### src/rtl/uart_pkg.sv
// Shared types and constants for the 8N1 UART core.
package uart_pkg;

  localparam int DATA_BITS = 8;

  typedef enum logic [1:0] {RX_IDLE, RX_START, RX_DATA, RX_STOP} rx_state_t;
  typedef enum logic [1:0] {TX_IDLE, TX_START, TX_DATA, TX_STOP} tx_state_t;

  function automatic int bit_cycles(input int freq, input int baud);
    return freq / baud;
  endfunction

endpackage

### src/rtl/uart_if.sv
// Host byte-stream port: push/pop strobes with Full/Empty flags.
interface uart_if;
  logic       rd_uart_en;
  logic [7:0] RX_data;
  logic       Empty;
  logic [7:0] TX_data;
  logic       wr_uart_en;
  logic       Full;

  modport slave  (input  rd_uart_en, TX_data, wr_uart_en,
                  output RX_data, Empty, Full);
  modport master (output rd_uart_en, TX_data, wr_uart_en,
                  input  RX_data, Empty, Full);
endinterface

### src/rtl/uart_fifo.sv
// Synchronous first-word fall-through FIFO; dout holds the last popped word while empty.
module uart_fifo #(
  parameter int WIDTH = 8,
  parameter int DEPTH = 16
) (
  input  logic             clk,
  input  logic             rst_n,
  input  logic             push,
  input  logic             pop,
  input  logic [WIDTH-1:0] din,
  output logic [WIDTH-1:0] dout,
  output logic             empty,
  output logic             full
);

  localparam int AW = $clog2(DEPTH);

  logic [AW:0]      wr_ptr_q, wr_ptr_d;
  logic [AW:0]      rd_ptr_q, rd_ptr_d;
  logic [WIDTH-1:0] hold_q, hold_d;
  logic [WIDTH-1:0] mem_q [DEPTH];
  logic             do_push, do_pop;

  // Extra pointer MSB separates the full case from the empty case.
  assign empty   = (wr_ptr_q == rd_ptr_q);
  assign full    = (wr_ptr_q[AW] != rd_ptr_q[AW]) &&
                   (wr_ptr_q[AW-1:0] == rd_ptr_q[AW-1:0]);
  assign do_pop  = pop && !empty;
  // A pop in the same cycle frees the slot, so a push on full still lands.
  assign do_push = push && (!full || do_pop);
  assign dout    = empty ? hold_q : mem_q[rd_ptr_q[AW-1:0]];

  always_comb begin
    wr_ptr_d = wr_ptr_q;
    rd_ptr_d = rd_ptr_q;
    hold_d   = hold_q;
    if (do_push) wr_ptr_d = wr_ptr_q + (AW+1)'(1);
    if (do_pop) begin
      rd_ptr_d = rd_ptr_q + (AW+1)'(1);
      hold_d   = mem_q[rd_ptr_q[AW-1:0]];
    end
  end

  always_ff @(posedge clk or negedge rst_n) begin
    if (!rst_n) begin
      wr_ptr_q <= '0;
      rd_ptr_q <= '0;
      hold_q   <= '0;
    end else begin
      wr_ptr_q <= wr_ptr_d;
      rd_ptr_q <= rd_ptr_d;
      hold_q   <= hold_d;
    end
  end

  always_ff @(posedge clk) begin
    if (do_push) mem_q[wr_ptr_q[AW-1:0]] <= din;
  end

endmodule

### src/rtl/uart_core.sv
// Full-duplex 8N1 UART: RX/TX bit engines with a byte FIFO on each direction.
module uart_core
  import uart_pkg::*;
#(
  parameter int C_BAUDRATE    = 115_200,
  parameter int C_SYSTEM_FREQ = 50_000_000,
  parameter int C_FIFO_DEPTH  = 16
) (
  input  logic Clk,
  input  logic Resetn,
  input  logic RX,
  output logic TX,
  uart_if.slave host
);

  localparam int BIT_CYCLES = bit_cycles(C_SYSTEM_FREQ, C_BAUDRATE);
  localparam int HALF_BIT   = BIT_CYCLES / 2;
  localparam int CW         = $clog2(BIT_CYCLES);
  localparam logic [CW-1:0] BIT_LAST  = CW'(BIT_CYCLES - 1);
  localparam logic [CW-1:0] HALF_LAST = CW'(HALF_BIT - 1);
  localparam logic [2:0]    LAST_BIT  = 3'(DATA_BITS - 1);

  // ---------------- RX path ----------------
  logic                 rx_meta_q, rx_sync_q, rx_prev_q;
  rx_state_t            rx_state_q, rx_state_d;
  logic [CW-1:0]        rx_cnt_q, rx_cnt_d;
  logic [2:0]           rx_bit_q, rx_bit_d;
  logic [DATA_BITS-1:0] rx_shift_q, rx_shift_d;
  logic                 rx_ferr_q, rx_ferr_d;
  logic                 rx_push;
  logic                 rx_empty, rx_full_unused;
  logic [7:0]           rx_dout;

  always_comb begin
    rx_state_d = rx_state_q;
    rx_cnt_d   = rx_cnt_q + CW'(1);
    rx_bit_d   = rx_bit_q;
    rx_shift_d = rx_shift_q;
    rx_ferr_d  = rx_ferr_q;
    rx_push    = 1'b0;
    unique case (rx_state_q)
      RX_IDLE: begin
        rx_cnt_d = '0;
        if (rx_prev_q && !rx_sync_q) rx_state_d = RX_START;
      end
      RX_START: if (rx_cnt_q == HALF_LAST) begin
        rx_cnt_d   = '0;
        rx_bit_d   = '0;
        rx_state_d = rx_sync_q ? RX_IDLE : RX_DATA;
      end
      RX_DATA: if (rx_cnt_q == BIT_LAST) begin
        rx_cnt_d   = '0;
        rx_shift_d = {rx_sync_q, rx_shift_q[DATA_BITS-1:1]};
        rx_bit_d   = rx_bit_q + 3'd1;
        if (rx_bit_q == LAST_BIT) rx_state_d = RX_STOP;
      end
      RX_STOP: begin
        // After a framing error, park here until the line returns high.
        if (rx_ferr_q) begin
          rx_cnt_d = '0;
          if (rx_sync_q) begin
            rx_ferr_d  = 1'b0;
            rx_state_d = RX_IDLE;
          end
        end else if (rx_cnt_q == BIT_LAST) begin
          rx_cnt_d = '0;
          if (rx_sync_q) begin
            rx_push    = 1'b1;
            rx_state_d = RX_IDLE;
          end else begin
            rx_ferr_d = 1'b1;
          end
        end
      end
      default: rx_state_d = RX_IDLE;
    endcase
  end

  always_ff @(posedge Clk or negedge Resetn) begin
    if (!Resetn) begin
      rx_meta_q  <= 1'b1;
      rx_sync_q  <= 1'b1;
      rx_prev_q  <= 1'b1;
      rx_state_q <= RX_IDLE;
      rx_cnt_q   <= '0;
      rx_bit_q   <= '0;
      rx_shift_q <= '0;
      rx_ferr_q  <= 1'b0;
    end else begin
      rx_meta_q  <= RX;
      rx_sync_q  <= rx_meta_q;
      rx_prev_q  <= rx_sync_q;
      rx_state_q <= rx_state_d;
      rx_cnt_q   <= rx_cnt_d;
      rx_bit_q   <= rx_bit_d;
      rx_shift_q <= rx_shift_d;
      rx_ferr_q  <= rx_ferr_d;
    end
  end

  uart_fifo #(.WIDTH(8), .DEPTH(C_FIFO_DEPTH)) u_rx_fifo (
    .clk   (Clk),
    .rst_n (Resetn),
    .push  (rx_push),
    .pop   (host.rd_uart_en),
    .din   (rx_shift_q),
    .dout  (rx_dout),
    .empty (rx_empty),
    .full  (rx_full_unused)
  );

  assign host.RX_data = rx_dout;
  assign host.Empty   = rx_empty;

  // ---------------- TX path ----------------
  tx_state_t            tx_state_q, tx_state_d;
  logic [CW-1:0]        tx_cnt_q, tx_cnt_d;
  logic [2:0]           tx_bit_q, tx_bit_d;
  logic [DATA_BITS-1:0] tx_shift_q, tx_shift_d;
  logic                 tx_q, tx_d;
  logic                 tx_pop;
  logic                 tx_empty, tx_full;
  logic [7:0]           tx_dout;

  always_comb begin
    tx_state_d = tx_state_q;
    tx_cnt_d   = tx_cnt_q + CW'(1);
    tx_bit_d   = tx_bit_q;
    tx_shift_d = tx_shift_q;
    tx_d       = tx_q;
    tx_pop     = 1'b0;
    unique case (tx_state_q)
      TX_IDLE: begin
        tx_cnt_d = '0;
        if (!tx_empty) begin
          tx_pop     = 1'b1;
          tx_shift_d = tx_dout;
          tx_d       = 1'b0;
          tx_state_d = TX_START;
        end
      end
      TX_START: if (tx_cnt_q == BIT_LAST) begin
        tx_cnt_d   = '0;
        tx_bit_d   = '0;
        tx_d       = tx_shift_q[0];
        tx_state_d = TX_DATA;
      end
      TX_DATA: if (tx_cnt_q == BIT_LAST) begin
        tx_cnt_d = '0;
        tx_bit_d = tx_bit_q + 3'd1;
        if (tx_bit_q == LAST_BIT) begin
          tx_d       = 1'b1;
          tx_state_d = TX_STOP;
        end else begin
          tx_shift_d = tx_shift_q >> 1;
          tx_d       = tx_shift_q[1];
        end
      end
      TX_STOP: if (tx_cnt_q == BIT_LAST) begin
        tx_cnt_d = '0;
        // Pending data chains straight into the next start bit.
        if (!tx_empty) begin
          tx_pop     = 1'b1;
          tx_shift_d = tx_dout;
          tx_d       = 1'b0;
          tx_state_d = TX_START;
        end else begin
          tx_d       = 1'b1;
          tx_state_d = TX_IDLE;
        end
      end
      default: tx_state_d = TX_IDLE;
    endcase
  end

  always_ff @(posedge Clk or negedge Resetn) begin
    if (!Resetn) begin
      tx_state_q <= TX_IDLE;
      tx_cnt_q   <= '0;
      tx_bit_q   <= '0;
      tx_shift_q <= '0;
      tx_q       <= 1'b1;
    end else begin
      tx_state_q <= tx_state_d;
      tx_cnt_q   <= tx_cnt_d;
      tx_bit_q   <= tx_bit_d;
      tx_shift_q <= tx_shift_d;
      tx_q       <= tx_d;
    end
  end

  uart_fifo #(.WIDTH(8), .DEPTH(C_FIFO_DEPTH)) u_tx_fifo (
    .clk   (Clk),
    .rst_n (Resetn),
    .push  (host.wr_uart_en),
    .pop   (tx_pop),
    .din   (host.TX_data),
    .dout  (tx_dout),
    .empty (tx_empty),
    .full  (tx_full)
  );

  assign host.Full = tx_full;
  assign TX        = tx_q;

endmodule

### src/flat_wrapper.sv
// flat-port wrapper written by rule: the top's interface ports become plain ports
module uart_core_flat import uart_pkg::*;
#(
  parameter int C_BAUDRATE    = 115_200,
  parameter int C_SYSTEM_FREQ = 50_000_000,
  parameter int C_FIFO_DEPTH  = 16
)
  (Clk, Resetn, RX, TX, host_rd_uart_en, host_TX_data, host_wr_uart_en, host_RX_data, host_Empty, host_Full);
  uart_if host_i ();
  input  logic Clk;
  input  logic Resetn;
  input  logic RX;
  output logic TX;
  input wire logic [$bits(host_i.rd_uart_en)-1:0] host_rd_uart_en;
  input wire logic [$bits(host_i.TX_data)-1:0] host_TX_data;
  input wire logic [$bits(host_i.wr_uart_en)-1:0] host_wr_uart_en;
  output wire logic [$bits(host_i.RX_data)-1:0] host_RX_data;
  output wire logic [$bits(host_i.Empty)-1:0] host_Empty;
  output wire logic [$bits(host_i.Full)-1:0] host_Full;
  assign host_i.rd_uart_en = host_rd_uart_en;
  assign host_i.TX_data = host_TX_data;
  assign host_i.wr_uart_en = host_wr_uart_en;
  assign host_RX_data = host_i.RX_data;
  assign host_Empty = host_i.Empty;
  assign host_Full = host_i.Full;
  uart_core #(.C_BAUDRATE(C_BAUDRATE), .C_SYSTEM_FREQ(C_SYSTEM_FREQ), .C_FIFO_DEPTH(C_FIFO_DEPTH)) u_core (.Clk(Clk), .Resetn(Resetn), .RX(RX), .TX(TX), .host(host_i));
endmodule
### config.mk
export PLATFORM = sky130hd
export DESIGN_NAME = uart_core_flat
export DESIGN_NICKNAME = d
export VERILOG_FILES = /design/src/rtl/uart_pkg.sv /design/src/rtl/uart_if.sv /design/src/rtl/uart_fifo.sv /design/src/rtl/uart_core.sv /design/src/flat_wrapper.sv
export SDC_FILE = /design/constraint.sdc
export NUM_CORES = 1
export LEC_CHECK = 0
export ABC_CLOCK_PERIOD_IN_PS = 2800
export CAP_MARGIN = 10
export CORE_ASPECT_RATIO = 2
export CORE_MARGIN = 2
export CORE_UTILIZATION = 40
export CTS_CLUSTER_SIZE = 8
export DETAILED_ROUTE_END_ITERATION = 8
export PLACE_DENSITY = 0.52
export SLEW_MARGIN = 20
export SYNTH_ARGS = -nofsm -noshare
export SYNTH_HDL_FRONTEND = slang
export SYNTH_SLANG_ARGS = --single-unit
### constraint.sdc
create_clock -name Clk -period 2.8 [get_ports Clk]
set_input_delay 0.42 -clock Clk [delete_from_list [all_inputs] [get_ports Clk]]
set_output_delay 0.42 -clock Clk [all_outputs]
set_load 0.02 [all_outputs]
==> metrics.md <==
| Metric | Value |
|---|---|
| Outcome | `finished, violations left` |
| Failing checks | `setup timing` |
| DIE AREA | `36600 um^2` |
| CP max stage cell | `mux4_1` |
| Final Worst Setup Slack | `-198 ps` |
| Fin. Hold Viols | `0` |
| Worst Path Required | `2380 ps` |
| Area contributors post-synth | `edfxtp_1 (55%), dfrtp_1 (13%), mux4_2 (5.6%)` |
| Relative slew slack | `52.2%` |
| Clk buf depth | `3` |
| CTS tree | `done` |
| Initial Utilization | `between 40 and 50%` |
| Post-synth top area cell | `edfxtp_1` |
| Largest net degree at the start of global routing | `57` |
| Clk Tree Root Cell | `clkbuf_16` |
| WP buf/inv | `3` |
| Cells after Synth | `843` |
| Synth top area share | `54.8%` |
| Inst Count DP | `1328` |
| Synth-to-layout area growth | `19.5%` |
| Max Cap Viol | `0` |
| Crit path launch type | `flip-flop` |
| Post-synth ARST share | `23.1%` |
| Initial drt markers | `about 390` |
| CTS Buf Count | `47` |
| Finished Core Util | `48.1%` |
| Final min period | `roughly 3000 ps` |
| Wire length per cell | `around 21 um` |
| Critical path class | `reg2out` |
| Cell area after synthesis | `~14000 um^2` |
| Worst setup EP type | `output port` |
| Final std cells w/o fill | `around 1400` |
| Tcrit/Tclk final | `107%` |
| Vias/cell | `5.27` |
| Worst endpoint data arrival time | `approximately 2600 ps` |
| Row count | `just under 100` |
| Fmax | `334 MHz` |
| CP Cell Sequence | `buf_4 > buf_4 > mux4_1 > nor2b_1 > a211oi_2 > a21oi_1 > mux2_2 > buf_4` |
| Drt drc | `0` |
| Post-Syn Nets | `881` |
| Total number of vias | `7558` |
| Crit Path Max Fanout | `4` |
| Global Route Usage Sum | `between 15 and 20%` |
| Core Region | `around 35000 um^2` |
| Prevailing post-synth register cell | `edfxtp_1` |
| CP top delay family | `multiplexers` |
| Ys Warns | `0` |
| Sequential area share after synthesis | `68.6%` |
| RSZ-0062 raised after global routing | `true` |
| Delay of the slowest critical-path stage | `~540 ps` |
| Setup Skew | `19.7 ps` |
| Chip height | `269 um` |
| # port buffers | `23` |
| Max-slew violation count | `0` |
| Global-route wire length before repair | `roughly 48 mm` |
| FF+latch count, synth | `333` |
| H-tree depth | `2` |
| Place WS | `-77.1 ps` |
| Cell Pwr Density | `843 nW/um^2` |
| Die X | `around 140 um` |
| Total Nets Final | `990` |
| Final ANT Viol Nets | `0` |
| Clock sinks | `333` |
| GPL Wtd Cong | `0.789` |
| Syn Area/Cell | `16.6 um^2` |
| Gr ovfl total | `0` |
| Post-synth EDFFs | `256` |
| Pleak | `6.32 nW` |
| Slew @ Worst Pin | `715 ps` |
| Skew-Pair Late Insertion Delay | `around 540 ps` |
| Vias in the first global route | `8373` |
| Hold Path Class | `in2reg` |
| HPWL after DPL | `around 21 mm` |
| # IOs | `24` |
| Clk slew on worst S/H paths | `50 ps` |
| Overall Power | `14.1 mW` |
| Endpoints failing setup | `8` |
| Post-synth cell types | `between 50 and 60` |
| ANT cells | `0` |
| Worst vdd ir | `between 0.0006 and 0.0007 V` |
| Share of cells above drive strength 1 | `24.9%` |
| First-pass iteration count of the detailed router | `5` |
| Cell mode on critical path | `buf_4` |
| Initial antenna violation count | `0` |
| Post-Route WL | `30.2 mm` |
-- sequential cells by signal, indices dropped and copies added, names as in the netlist, named ones only --
register                   cells
u_core.rx_bit_q                3
u_core.rx_state_q              1
u_core.rx_shift_q              8
u_core.rx_meta_q               1
u_core.tx_state_q              2
u_core.u_tx_fifo.wr_ptr_q      5
u_core.u_rx_fifo.wr_ptr_q      5
u_core.TX                      1
u_core.rx_ferr_q               1
u_core.tx_shift_q              8
u_core.tx_cnt_q                9
u_core.rx_prev_q               1
u_core.u_rx_fifo.rd_ptr_q      5
u_core.u_tx_fifo.mem_q       128
u_core.tx_bit_q                3
u_core.u_rx_fifo.hold_q        8
u_core.rx_sync_q               1
u_core.rx_cnt_q                9
u_core.u_rx_fifo.mem_q       128
u_core.u_tx_fifo.rd_ptr_q      5
-- power by group --
part | internal [mW] | total, mW | switching [mW]
logic | 1.24 | 2.91 | 1.68
registers | 5.73 | 6.03 | 0.297
clock network | 3.24 | 5.19 | 1.95
-- metal layers --
| metal | global-route usage (%) | vias up | routed length, um |
|---|---|---|---|
| li1 | - | 3473 | - |
| met1 | 16.0 | 3861 | 9720 |
| met2 | 36.1 | 159 | 18400 |
| met3 | 2.56 | 65 | 863 |
| met4 | 7.71 | 0 | 1270 |
| met5 | 0 | - | 0 |
-- metrics by stage --
step,setup TNS (ps),hold WS (ps),instance area (um^2)
6_report,-1390,298,16800
5_1_grt,-2190,294,16800
4_1_cts,-1560,271,16700
3_5_place_dp,-351,381,15100
3_3_place_gp,-368,380,15100
2_1_floorplan,0,124,14000
-- logic make-up after synthesis --
family | Yosys count | synth area share [%]
XOR/XNOR | 40 | 2.50
multiplexers | 132 | 13.9
adder cells (fa/ha/maj) | 25 | 2.23
flip-flops | 333 | 68.6
AO/OA/AOI/OAI | 82 | 4.24
AND/OR/NAND/NOR | 162 | 6.24
buffers and inverters | 69 | 2.30
-- worst reg2reg max path, cell delays in order, from the launching register on --
cell,delay [ps]
dfrtp_1,440
nor4b_4,380
a31oi_1,190
o211ai_1,200
buf_4,180
nand3_1,260
nor3_1,250
buf_4,220
-- area by class of cell --
| cell class | instances | area (um^2) |
|---|---|---|
| multi-input cells | 441 | 4160 |
| flip-flops and latches | 333 | 9620 |
| fillers | 2941 | 18100 |
| inverters | 30 | 113 |
| clock buffers | 86 | 1370 |
| clock inverters | 1 | 5.00 |
| well taps | 445 | 557 |
| repair buffers | 99 | 932 |
-- final timing paths --
kind | from | to | slack, ps | cells past startpoint
worst max-delay path | u_core.u_rx_fifo.rd_ptr_q[0]$_DFFE_PN0P_ | host_RX_data[2] | -200 | 8
worst min-delay path | RX | u_core.rx_meta_q$_DFF_PN1_ | 300 | 1
worst max register to register | u_core.tx_cnt_q[6]$_DFF_PN0_ | u_core.u_tx_fifo.mem_q[3][5]$_DFFE_PP_ | 370 | 7
worst min register to register | u_core.rx_meta_q$_DFF_PN1_ | u_core.rx_sync_q$_DFF_PN1_ | 390 | 0
max in group asynchronous | Resetn | u_core.rx_meta_q$_DFF_PN1_ | 1690 | 3
min in group asynchronous | Resetn | u_core.tx_state_q[0]$_DFFE_PN0P_ | 400 | 2
-- timing repair --
action	in CTS	in global routing
pin swaps	8	5
endpoints found under the setup margin	10	33
setup buffers	13	5
hold buffers	1	0
hold endpoints to repair	31	0
gates resized for setup	71	7
gates cloned	1	0
-- Yosys cell counts (4+ instances only) --
cell type and count:
buf_2 12, mux4_2 35, xor2_1 19, a21oi_1 12, buf_1 4, a211oi_1 21
ha_1 25, nor2_1 45, a32oi_1 8, and3_1 4, a221oi_1 7, and2_1 16
a31oi_1 6, dfstp_2 4, edfxtp_1 256, mux2_2 41, mux4_1 8, nor3_1 6
clkbuf_1 14, nor4_1 4, o21ai_0 8, nand3_1 13, nand4_1 9, a22oi_1 8
nand2_1 30, inv_1 30, buf_4 6, dfrtp_1 73, nor2b_1 15, xnor2_1 21
mux2i_1 47
-- layout by cell type (no fill, tap or decap), types with 37 or more instances in the layout --
cell type and n:
edfxtp_1 256, buf_4 63, clkbuf_16 49, dfrtp_1 69
clkbuf_1 37, mux2i_1 44, nor2_1 45, mux4_2 39
mux2_2 37
Power figures use the tool's default switching activity.
